`src/rtl/lut_pkg.sv`:
```
// Shared constants, types and the power-on table contents for the address encoder LUT.
package lut_pkg;

   localparam int DEPTH = 8;
   localparam int DW    = 8;
   localparam int IDX_W = $clog2(DEPTH);

   typedef logic [DW-1:0]    entry_t;
   typedef logic [IDX_W-1:0] idx_t;

   // Entry 0 sits in the least significant byte.
   localparam entry_t [DEPTH-1:0] DEFAULT_TABLE = {
      8'd91, 8'd62, 8'd0, 8'd0, 8'd99, 8'd30, 8'd200, 8'd180
   };

   localparam idx_t LAST_IDX = idx_t'(DEPTH - 1);

   typedef enum logic [1:0] {IDLE, SCAN, DONE} state_t;

endpackage

```
`src/rtl/lut_regfile.sv`:
```
// Table storage: one synchronous write port, two combinational read ports.
module lut_regfile
   import lut_pkg::*;
(
   input  logic   clk,
   input  logic   rst_n,
   input  logic   we,
   input  idx_t   waddr,
   input  entry_t wdata,
   input  idx_t   raddr_a,
   output entry_t rdata_a,
   input  idx_t   raddr_b,
   output entry_t rdata_b
);

   entry_t [DEPTH-1:0] mem_q;
   entry_t [DEPTH-1:0] mem_d;

   // Merge the pending write into the next table image.
   always_comb begin
      mem_d = mem_q;
      if (we) mem_d[waddr] = wdata;
   end

   // Table register; reset reloads the default address map.
   always_ff @(posedge clk or negedge rst_n) begin
      if (!rst_n) mem_q <= DEFAULT_TABLE;
      else        mem_q <= mem_d;
   end

   // Reads see the registered contents, so a same-cycle write is not visible yet.
   assign rdata_a = mem_q[raddr_a];
   assign rdata_b = mem_q[raddr_b];

endmodule

```
`src/rtl/mem_lut_encoder.sv`:
```
// Reverse lookup of a data-memory address to its LUT slot by scanning one entry per cycle.
module mem_lut_encoder
   import lut_pkg::*;
(
   input  logic             Clk,
   input  logic             Reset,
   input  logic             WrEn,
   input  logic [IDX_W-1:0] WrAddr,
   input  logic [DW-1:0]    WrData,
   input  logic [IDX_W-1:0] RdAddr,
   output logic [DW-1:0]    RdData,
   input  logic             SearchReq,
   input  logic [DW-1:0]    SearchKey,
   output logic             SearchBusy,
   output logic             Done,
   output logic             Hit,
   output logic [IDX_W-1:0] Index
);

   state_t state_q, state_d;
   entry_t key_q,   key_d;
   idx_t   cnt_q,   cnt_d;
   logic   done_q,  done_d;
   logic   hit_q,   hit_d;
   idx_t   idx_q,   idx_d;

   entry_t scan_data;
   logic   match;

   lut_regfile u_regfile (
      .clk     (Clk),
      .rst_n   (Reset),
      .we      (WrEn),
      .waddr   (WrAddr),
      .wdata   (WrData),
      .raddr_a (RdAddr),
      .rdata_a (RdData),
      .raddr_b (cnt_q),
      .rdata_b (scan_data)
   );

   assign match = (scan_data == key_q);

   // State and datapath registers; reset aborts any scan in flight.
   always_ff @(posedge Clk or negedge Reset) begin
      if (!Reset) begin
         state_q <= IDLE;
         key_q   <= '0;
         cnt_q   <= '0;
         done_q  <= 1'b0;
         hit_q   <= 1'b0;
         idx_q   <= '0;
      end else begin
         state_q <= state_d;
         key_q   <= key_d;
         cnt_q   <= cnt_d;
         done_q  <= done_d;
         hit_q   <= hit_d;
         idx_q   <= idx_d;
      end
   end

   // Next state: scan ends on the first match or after the last slot.
   always_comb begin
      state_d = state_q;
      case (state_q)
         IDLE:    if (SearchReq) state_d = SCAN;
         SCAN:    if (match || (cnt_q == LAST_IDX)) state_d = DONE;
         DONE:    state_d = IDLE;
         default: state_d = IDLE;
      endcase
   end

   // Datapath and registered outputs; results are held until the next accepted request.
   always_comb begin
      key_d  = key_q;
      cnt_d  = cnt_q;
      hit_d  = hit_q;
      idx_d  = idx_q;
      done_d = 1'b0;
      case (state_q)
         IDLE: begin
            if (SearchReq) begin
               key_d = SearchKey;
               cnt_d = '0;
               hit_d = 1'b0;
               idx_d = '0;
            end
         end
         SCAN: begin
            if (match) begin
               hit_d  = 1'b1;
               idx_d  = cnt_q;
               done_d = 1'b1;
            end else if (cnt_q == LAST_IDX) begin
               hit_d  = 1'b0;
               idx_d  = '0;
               done_d = 1'b1;
            end else begin
               cnt_d = idx_t'(cnt_q + idx_t'(1));
            end
         end
         default: ;
      endcase
   end

   assign SearchBusy = (state_q != IDLE);
   assign Done       = done_q;
   assign Hit        = hit_q;
   assign Index      = idx_q;

endmodule

```
`config.mk`:
```
export PLATFORM = sky130hd
export DESIGN_NAME = mem_lut_encoder
export DESIGN_NICKNAME = d
export VERILOG_FILES = /design/src/rtl/lut_pkg.sv /design/src/rtl/lut_regfile.sv /design/src/rtl/mem_lut_encoder.sv
export SDC_FILE = /design/constraint.sdc
export NUM_CORES = 1
export LEC_CHECK = 0
export CORE_UTILIZATION = 30
export CTS_BUF_LIST = sky130_fd_sc_hd__clkbuf_8 sky130_fd_sc_hd__clkbuf_16
export DETAILED_ROUTE_END_ITERATION = 16
export HOLD_SLACK_MARGIN = 0.05
export PLACE_DENSITY = 0.56
export REMOVE_ABC_BUFFERS = 1
export SETUP_SLACK_MARGIN = 0.15
export SYNTH_ARGS = -nofsm -noshare
export SYNTH_HDL_FRONTEND = slang
export SYNTH_SLANG_ARGS = --single-unit
```
`constraint.sdc`:
```
create_clock -name Clk -period 2.9 [get_ports Clk]
set_clock_uncertainty 0.15 [all_clocks]
set_input_delay 0.58 -clock Clk [delete_from_list [all_inputs] [get_ports Clk]]
set_output_delay 0.58 -clock Clk [all_outputs]
set_load 0.05 [all_outputs]
```
==> flow_summary.ini, run 1 <==
[status]
outcome = finished clean

[final_layout]
area_growth_pct = 26.0
fill_cells = 1323
final_nets = 383
drive_gt1_frac = 0.539
n_antenna_cell = 0
fin_util = 0.390

[timing]
relSlewSlack = 0.667
final-max-slew-violation-count = 0
rsz0062_at_grt = true
fmax_mhz = 375
fin_crit_ns = 2.67
worst_pin_slew_ns = 0.500
final-hold-violation-count = 0
setup_violations = 0
finalCritPeriodShare = 0.919

[place]
place.gp.congestion = 0.736
io_buffers = 39
hpwl_mm = 6.67

[synth]
synth.avg_cell_area_um2 = 14.6
synthCells = 295
yosys_warnings = 0
syn_area_um2 = 4320
ys_ff_latch = 82
ys_types = 37
ys.flop_type = dfrtp_1
synth_seq_area_share = 0.482
synth_edf_count = 0
ys_async_sr_fraction = 1.00

[route]
drt-initial-drc-count = 84
vias = 2682
wirelength_mm = 10.2
via_per_inst = 4.97
first_pass_iters = 4
drc = 0
ant_nets = 0
wl_per_cell_um = 18.9

[clocking]
clockBufferDepth = 2
clk_latency_ns = 0.34
clk_pin_slew_ns = 0.06
cts_root_buffer = clkbuf_16
cts_tree = built
cts_sinks = 82
h-tree-depth = 3
cts_made_buffers = 9

[global_routing]
antenna_found_initial = 0
gr-total-overflow = 0
grt_pass1_wl_mm = 16.1
grt_start_max_net_pins = 48
grt_pass1_vias = 2805
track_usage = 0.150

[hold_path]
hold_class = in2async

[floorplan]
ios = 40
start_util = 0.310
die_height_um = 122
core_area_um2 = 13900
rows = 43
die_area_um2 = 14900
die_x_um = 122

[worst_setup_path]
crit_required_ns = 2.17
crit_arrival_ns = 1.94
cp_num_buf_inv = 3
cp_slowest_cell = bufbuf_16
cp_max_fo = 8
max_stage_delay_ns = 0.31
cp-end-kind = output port
start_kind = input port
crit_family = buffers and inverters
path_class = in2out
crit_chain = dlygate4sd2_1 -> bufbuf_16 -> mux4_2 -> mux2_2 -> buf_4

[power_and_ir_drop]
power_density_nw_per_um2 = 950
power.leakage_uw = 0.00221
vdd_drop_max_mv = 0.337
power_uw = 5170

[flow_run]
maxCapViolCount = 0
path summary, 6_finish.rpt:
kind / end / depth (start not counted) / slack, ns / startpoint
setup reg to reg: cnt_q[2]$_DFFE_PN0P_ / 9 / 0.29 / cnt_q[1]$_DFFE_PN0P_
setup / recovery: RdData[3] / 5 / 0.23 / RdAddr[1]
hold reg to reg: Hit$_DFFE_PN0P_ / 1 / 0.35 / Hit$_DFFE_PN0P_
hold / removal: key_q[3]$_DFFE_PN0P_ / 1 / 0.06 / Reset
max in group asynchronous: u_regfile.mem_q[59]$_DFFE_PN1P_ / 2 / 1.86 / Reset
min in group Clk: Hit$_DFFE_PN0P_ / 1 / 0.35 / Hit$_DFFE_PN0P_
registers in the layout (all words and copies together), names as in the netlist:
signal           flops
u_regfile.mem_q     64
key_q                8
Index                3
cnt_q                3
state_q              2
Done                 1
Hit                  1
per-layer routing:
metal  share of wire  vias to the layer above  GRT usage  routed length (um)
met5               0                        -          0                   0
met1            0.49                     1379      0.206                4980
li1                -                     1241          -                   -
met2            0.47                       48      0.233                4770
met4           0.014                        0     0.0486                 142
met3           0.032                       14     0.0351                 328
per-stage QoR:
step                worst slack, ns  instances  instance area, um^2  setup TNS (ns)  hold WS [ns]
floorplan                    -0.133        277                 4220          -0.365         0.134
global placement             -0.122        521                 5040          -0.842         0.335
detailed placement           -0.120        521                 5040          -0.884         0.338
CTS                           0.151        539                 5420               0        0.0696
global route                  0.123        540                 5440               0        0.0834
finish                        0.235        540                 5440               0        0.0570
synth_stat cells, types with 2 or more instances:
cell / number / area share
a22o_1: 3 / 0.0061
buf_1: 4 / 0.0035
buf_2: 4 / 0.0046
clkbuf_1: 8 / 0.0070
dfrtp_1: 57 / 0.33
dfstp_2: 25 / 0.15
ha_1: 2 / 0.0058
mux2_1: 2 / 0.0052
mux2_2: 86 / 0.22
mux2i_1: 15 / 0.035
mux4_2: 23 / 0.12
nand2_1: 9 / 0.0078
nand2b_1: 2 / 0.0029
nand3_1: 4 / 0.0046
nand3b_1: 2 / 0.0035
nand4_1: 4 / 0.0058
nand4b_1: 3 / 0.0061
nor2_1: 5 / 0.0043
nor2b_1: 4 / 0.0058
nor3_1: 2 / 0.0023
nor3b_1: 2 / 0.0035
o211ai_1: 3 / 0.0052
o21a_1: 2 / 0.0035
o21ai_0: 3 / 0.0035
o22ai_1: 3 / 0.0043
or2_2: 2 / 0.0029
or3_1: 2 / 0.0029
xor2_1: 5 / 0.010
power breakdown:
group | switching, uW | internal, uW
Combinational | 1000 | 1110
Sequential | 293 | 1530
Clock | 457 | 773
layout by cell type, fill, tap and decap left out, drive strengths merged, types with 2 or more instances in the layout:
cell type      Yosys  routed
a22o               3       3
buf               10      37
bufinv             0       2
clkbuf             8      10
clkdlybuf4s50      0      28
dfrtp             57      57
dfstp             25      25
ha                 2       2
inv                1       4
mux2              88      88
mux2i             15      15
mux4              24      24
nand2              9       9
nand2b             2       2
nand3              4       4
nand3b             2       2
nand4              4       4
nand4b             3       3
nor2               5       5
nor2b              4       4
nor3               2       2
nor3b              3       3
o211ai             3       3
o21a               2       2
o21ai              3       3
o22ai              3       3
or2                2       2
or3                2       2
xor2               5       5
layout make-up:
| cell class | count | area, um^2 | area share |
|---|---|---|---|
| clock buffer | 10 | 239 | 0.0439 |
| clock inverter | 6 | 81.3 | 0.0149 |
| inverter | 1 | 3.75 | 0.000690 |
| multi-input combinational | 194 | 2140 | 0.394 |
| sequential | 82 | 2090 | 0.383 |
| tap | 180 | 225 | 0.0414 |
| timing repair buffer | 67 | 662 | 0.122 |
cells by family after synthesis:
kind of cell	share of synthesized area
AOI/OAI and AO/OA	0.0258
xor gates and xnor gates	0.0122
adders and majority gates	0.00579
buffers and inverters	0.0232
DFF	0.482
muxes	0.390
and+or+nand+nor	0.0603
repair_timing:
| item | 4_1_cts | 5_1_grt |
|---|---|---|
| endpoints found under the setup margin | 10 | 12 |
| gates resized for setup | 7 | 7 |
| setup buffers | 0 | 1 |
| gates cloned | 2 | 0 |
| hold buffers | 0 | 0 |
worst reg2reg max path, delay by kind of cell, from the launching register on:
family / cells / cell delay (ns)
AND/OR/NAND/NOR: 3 / 0.51
multiplexers: 3 / 1.01
XOR/XNOR: 1 / 0.14
flip-flops: 1 / 0.37
buffers and inverters: 2 / 0.31
Note: power is estimated with default switching activity, not from simulation.
==> inputs of run 2 (changes only) <==
--- a/config.mk
+++ b/config.mk
@@ -7,6 +7,7 @@
 export LEC_CHECK = 0
 export CORE_UTILIZATION = 30
 export CTS_BUF_LIST = sky130_fd_sc_hd__clkbuf_8 sky130_fd_sc_hd__clkbuf_16
+export CTS_CLUSTER_DIAMETER = 30
 export DETAILED_ROUTE_END_ITERATION = 16
 export HOLD_SLACK_MARGIN = 0.05
 export PLACE_DENSITY = 0.56
==> results of run 2 <==
Same layout as run 1: the final DEF is identical, and so are final timing and power.
